[config.mk]
export PLATFORM = sky130hd
export DESIGN_NAME = fp_norm_encoder
export DESIGN_NICKNAME = d
export VERILOG_FILES = /design/src/rtl/fp_norm_encoder.sv
export SDC_FILE = /design/constraint.sdc
export NUM_CORES = 1
export LEC_CHECK = 0
export CORE_MARGIN = 10
export CORE_UTILIZATION = 50
export CTS_BUF_LIST = sky130_fd_sc_hd__clkbuf_16
export DETAILED_ROUTE_END_ITERATION = 7
export HOLD_SLACK_MARGIN = 0.03
export PLACE_DENSITY = 0.76
export SKIP_LAST_GASP = 1
export SYNTH_ARGS = -nofsm -noshare
export SYNTH_HDL_FRONTEND = slang
export SYNTH_SLANG_ARGS = --single-unit
[constraint.sdc]
create_clock -name clk -period 1.8 [get_ports clk]
set_clock_uncertainty 0.15 [all_clocks]
set_input_delay 0.45 -clock clk [delete_from_list [all_inputs] [get_ports clk]]
set_output_delay 0.45 -clock clk [all_outputs]
set_load 0.01 [all_outputs]
[src/rtl/fp_norm_encoder.sv]
// Sign-magnitude integer to 13-bit float (sign, 4-bit exp, 8-bit 0.frac), one normalizing shift per clock.
// Zero encodes in 1 cycle; nonzero takes 2 + (11 - leading-one position) cycles; DONE holds until out_ready.
module fp_norm_encoder (
   input  logic        clk,
   input  logic        reset,
   input  logic        in_valid,
   output logic        in_ready,
   input  logic        sign_in,
   input  logic [11:0] mag_in,
   output logic        out_valid,
   input  logic        out_ready,
   output logic        sign,
   output logic [3:0]  exp,
   output logic [7:0]  frac
);

   typedef enum logic [1:0] {IDLE, NORM, DONE} state_t;

   state_t      state;
   logic [11:0] mag_r;
   logic [3:0]  exp_r;
   logic        sign_r;

   always_ff @(posedge clk) begin
      if (reset) begin
         state     <= IDLE;
         mag_r     <= '0;
         exp_r     <= '0;
         sign_r    <= 1'b0;
         in_ready  <= 1'b1;
         out_valid <= 1'b0;
         sign      <= 1'b0;
         exp       <= '0;
         frac      <= '0;
      end else begin
         case (state)
            IDLE: begin
               if (in_valid) begin
                  in_ready <= 1'b0;
                  if (mag_in == 12'd0) begin
                     // Zero skips normalization; negative zero is folded to +0.
                     sign_r    <= 1'b0;
                     exp_r     <= '0;
                     mag_r     <= '0;
                     sign      <= 1'b0;
                     exp       <= '0;
                     frac      <= '0;
                     out_valid <= 1'b1;
                     state     <= DONE;
                  end else begin
                     sign_r <= sign_in;
                     mag_r  <= mag_in;
                     exp_r  <= 4'd12;
                     state  <= NORM;
                  end
               end
            end
            NORM: begin
               if (mag_r[11]) begin
                  sign      <= sign_r;
                  exp       <= exp_r;
                  frac      <= mag_r[11:4];
                  out_valid <= 1'b1;
                  state     <= DONE;
               end else begin
                  mag_r <= {mag_r[10:0], 1'b0};
                  exp_r <= exp_r - 4'd1;
               end
            end
            DONE: begin
               // Result registers are left untouched so they hold after the handshake.
               if (out_ready) begin
                  out_valid <= 1'b0;
                  in_ready  <= 1'b1;
                  state     <= IDLE;
               end
            end
            default: begin
               state     <= IDLE;
               in_ready  <= 1'b1;
               out_valid <= 1'b0;
            end
         endcase
      end
   end

endmodule

---- Word level (Yosys, flattened, before mapping) ----
Index checks and enable logic that the tools add are counted.
operators by class
  add/sub/neg operators ................... 1
  bitwise gates (word level) .............. 1
  multiplexer cells ....................... 34
  eq/ne operators ......................... 7
  reduce and logical (&&, ||, !) cells .... 10
operator list
  cell                   count
  $mux W12               3
  $mux W4                6
  $mux W8                3
  $pmux W12 S2           1
  $pmux W4 S2            2
  $pmux W8 S2            1
  $logic_not A12 Y1      1
  $mux W1                10
  $ne A2 B2 Y1 const B   5
  $reduce_and A3 Y1      3
  $mux W2                4
  $reduce_and A4 Y1      2
  $pmux W1 S3            2
  $pmux W2 S3            1
  $reduce_and A2 Y1      2
  $sub A4 B1 Y4 const B  1
  $eq A2 B1 Y1 const B   1
  $eq A2 B2 Y1 const B   1
  $logic_not A2 Y1       1
  $pmux W1 S2            1
  $reduce_bool A2 Y1     1
  $not A1 Y1             1
storage, ports and cells
  output and inout port bits .............. 15
  bits of input ports ..................... 17
  bits in registers ....................... 34

---- Depth between registers and ports, before layout ----
  depth in word-level cells ............... 4
  gate-level depth with buffers ........... 7

---- Least setup slack after synthesis ----
Ideal clock, no wire load.
  kind .................................... input-to-reg
  from .................................... input mag_in[3]
  to ...................................... register exp[0]
  arrival ................................. 1.397 ns
  stages .................................. 5
  setup slack ............................. 0.124 ns
  cell sequence ........................... nor4_4 > nand3_2 > buf_2 > o2111ai_1 > o41ai_2
between the ends
  longest elaborated chain between the ends .. 3
RTL lines
  element                      RTL line  source
  start: declaration           9         input logic [11:0] mag_in,
  $logic_not A12 Y1            40        if (mag_in == 12'd0) begin
  $ne A2 B2 Y1 (no line)       n/a
  $reduce_and A4 Y1 (no line)  n/a
  end signal: assignment       61        exp <= exp_r;
  end: declaration             13        output logic [3:0] exp,
Every way passes these cells.
A chain may end at the register's enable or synchronous reset.

---- Final worst setup path ----
  from .................................... register in_ready
  to ...................................... output in_ready
RTL lines
  element                   RTL line  source
  start: declaration        7         output logic in_ready,
  start signal: assignment  30        in_ready <= 1'b1;
  start signal: assignment  39        in_ready <= 1'b0;
  start signal: assignment  74        in_ready <= 1'b1;
No word-level cell between the ends.

==> impl_metrics.csv <==
group,metric,value,unit
clock_tree,clock_latency,0.28,ns
synthesis,syn_inst,168,
global_routing,grt_pass1_wl,7.100,mm
pwr,max-vdd-ir-drop,0.6339,mV
synthesis,synthFlopType,"dfxtp_1",
timing,hold_viol,0,
placed_design,numPortBuffers,31,
global_routing,first_global_vias,1514,
setup_path,cpLargestDelayFamily,"buffers and inverters",
pwr,report.power.total,2.001,mW
layout,drive_gt1_frac,0.2056,
routing,vias,1506,
placed_design,placed_cell_area,0.001999,sq mm
clock_tree,clk_pin_slew,0.05,ns
synthesis,synthTopCellsByArea,"dfxtp_1 44%, a21oi_1 5.8%, o211ai_1 4.9%",
setup_path,r2r_start,"state[0]",
synthesis,synth_nets,186,
job,max_cap_viol_count,0,
synthesis,synth-edff-count,0,
die,row_count,20,
timing,tightest_slew,0.3932,ns
clock_tree,cts_tree,"done",
setup_path,start_kind,"flip-flop",
setup_path,r2r-end,"mag_r[8]",
setup_path,crit_type,"flip-flop to output port",
routing,viasPerCell,6.097,
setup_path,crit_path_end_kind,"output port",
layout,fin_nets,231,
setup_path,path_cells,"clkdlybuf4s50_1",
global_routing,grt_usage,0.1648,
setup_path,cp.required,1.20,ns
synthesis,synth_area_leader_cell,"dfxtp_1",
placed_design,routabilityCongestion,0.8689,
setup_path,rrSetupSlack,0.19,ns
synthesis,syn_avg_cell_area,9.213,sq um
timing,fin_crit_sh,0.9812,
setup_path,slowest_stage,"clkdlybuf4s50_1",
routing,dr.pass1.iters,5,
layout,fillers,220,
clock_tree,cts-root-buf,"clkbuf_16",
synthesis,synth_seq_cells,34,
routing,drc,0,
timing,slew_headroom,0.7379,
clock_tree,numCtsBuffers,5,
worst_hold_path,min_path_cells,2,
layout,insertedDiodeCount,0,
die,io_pins,32,
setup_path,worstPathMaxFanout,2,
synthesis,async_flop_share,0,
setup_path,cp.arrival,1.17,ns
synthesis,seq_area_frac_synth,0.4398,
synthesis,synth_most_common_cell,"dfxtp_1",
clock_tree,cts_max_level,2,
pwr,power_leakage,0.8734,nW
worst_hold_path,holdPathEnd,"exp_r[1]",
timing,setup_tns,0,ns
die,initial_core_util,0.5154,
routing,drt-initial-drc-count,133,
worst_hold_path,hold_class,"flip-flop to flip-flop",
timing,clock.fmax,566.2,MHz
timing,finalSetupViolCount,0,
setup_path,reg2reg_depth,4,
die,die_h,75.64,um
worst_hold_path,min_from,"exp_r[1]",
outcome,status,"finished, final reports clean",
routing,drt_wl_total,4.393,mm
placed_design,hpwl,3.136,mm
die,fp.coreArea,0.003003,sq mm
setup_path,path_buf_inv,1,
clock_tree,cts_buffer_depth,2,
die,die_area,0.005721,sq mm
synthesis,yosysUniqueCellTypes,40,
layout,area_growth,42.36,%
layout,final_core_util,0.7338,
timing,period_minus_slack,1.766,ns
die,die_w,75.64,um
synthesis,synth_commonest_cells,"34 x dfxtp_1, 18 x a21oi_1, 18 x nor2_1",
routing,wl_per_cell,17.79,um
synthesis,synth_area,0.001548,sq mm
global_routing,antenna_found_initial,0,
timing,slew_viol_final,0,
global_routing,grt_max_degree,33,
layout,final_area,0.002203,sq mm
global_routing,overflow,0,
setup_path,cp_slowest_stage_delay,0.55,ns
synthesis,synth_top_cell_area_share,0.4398,
pwr,powerDensity,908.0,mW/mm^2
timing,rsz0062_at_grt,"false",
routing,drtAntennaViolNets,0,
synthesis,ys_warn_count,0,
clock_tree,clock_sinks,34,
layer usage:
metal  part of all wire  track usage
met3              0.065      0.05729
met1               0.42       0.1774
met5                  0            0
met4              0.021      0.07216
met2               0.50       0.2852
per-stage QoR:
stage / setup WS (ns) / cells / hold WS (ns)
6_report: 0.03382 / 247 / 0.3157
5_1_grt: 0.0006825 / 247 / 0.3589
4_1_cts: -0.001227 / 246 / 0.3202
3_5_place_dp: -0.4834 / 236 / 0.3138
3_3_place_gp: -0.3529 / 236 / 0.2998
2_1_floorplan: 0.1237 / 168 / 0.2821
cell type report:
| type | count | area, sq um | area share |
|---|---|---|---|
| Clock buffer | 5 | 125.1 | 0.05679 |
| Clock inverter | 3 | 12.51 | 0.005679 |
| Inverter | 3 | 11.26 | 0.005111 |
| Multi-Input combinational cell | 116 | 819.5 | 0.3719 |
| Sequential cell | 34 | 681.9 | 0.3095 |
| Tap cell | 33 | 41.29 | 0.01874 |
| Timing Repair Buffer | 53 | 511.7 | 0.2323 |
where the power goes:
group,leakage [nW],switching (mW),internal (mW),total [mW]
clock,0.0724,0.287,0.498,0.785
sequential,0.278,0.0481,0.806,0.854
combinational,0.523,0.190,0.172,0.362
total,0.873,0.525,1.48,2.00
sequential cells by signal, indices dropped and copies added, names as in the netlist:
name	count
exp	4
exp_r	4
frac	8
in_ready	1
mag_r	12
out_valid	1
sign	1
sign_r	1
state	2
cells by family after synthesis:
| logic type | after synthesis | synth area share |
|---|---|---|
| flip-flops | 34 | 0.4398 |
| multiplexers | 1 | 0.007275 |
| buffers and inverters | 18 | 0.05093 |
| AND/OR/NAND/NOR | 55 | 0.2207 |
| AO/OA/AOI/OAI | 59 | 0.2733 |
| adder cells (fa/ha/maj) | 1 | 0.008083 |
worst min-delay path, delay by kind of cell, from the launching register on:
family | cells | cell delay (ns)
flip-flops | 1 | 0.31
AND/OR/NAND/NOR | 1 | 0.05
AO/OA/AOI/OAI | 1 | 0.05
repair_timing:
item                                    4_1_cts  5_1_grt
setup buffers                                 2        0
cloned                                        0        1
hold buffers                                  0        0
resized for setup                            12       15
endpoints found under the setup margin       15       29
pin swaps                                     4        7
placed cells by master, fill, tap and decap left out, types with 3 or more instances in the layout:
| cell | Yosys | routed |
|---|---|---|
| buf_4 | 1 | 17 |
| nand4b_1 | 7 | 7 |
| clkbuf_16 | 0 | 5 |
| nor2_1 | 18 | 18 |
| o21ai_0 | 5 | 5 |
| a222oi_1 | 6 | 6 |
| o22ai_1 | 4 | 4 |
| nand2b_1 | 3 | 3 |
| clkdlybuf4s50_1 | 0 | 16 |
| nand2_1 | 8 | 8 |
| dlymetal6s2s_1 | 0 | 6 |
| dlygate4sd2_1 | 0 | 7 |
| nor4_4 | 3 | 3 |
| o211ai_1 | 10 | 10 |
| inv_1 | 3 | 4 |
| nor3_1 | 6 | 6 |
| dfxtp_1 | 34 | 33 |
| a21oi_1 | 18 | 17 |
worst max path at each step:
| stage | startpoint | end | slack, ns | cells after the start |
|---|---|---|---|---|
| global route | mag_in[4] | exp[1] | 0.0007 | 5 |
| CTS | mag_in[8] | exp[1] | -0.001 | 6 |
| detailed placement | mag_in[8] | exp[1] | -0.48 | 6 |
| global placement | mag_in[8] | exp[1] | -0.35 | 6 |
| floorplan | mag_in[3] | exp[0] | 0.12 | 5 |
| finish | in_ready | in_ready | 0.03 | 1 |
No activity file was read; power rests on OpenSTA's default activity.
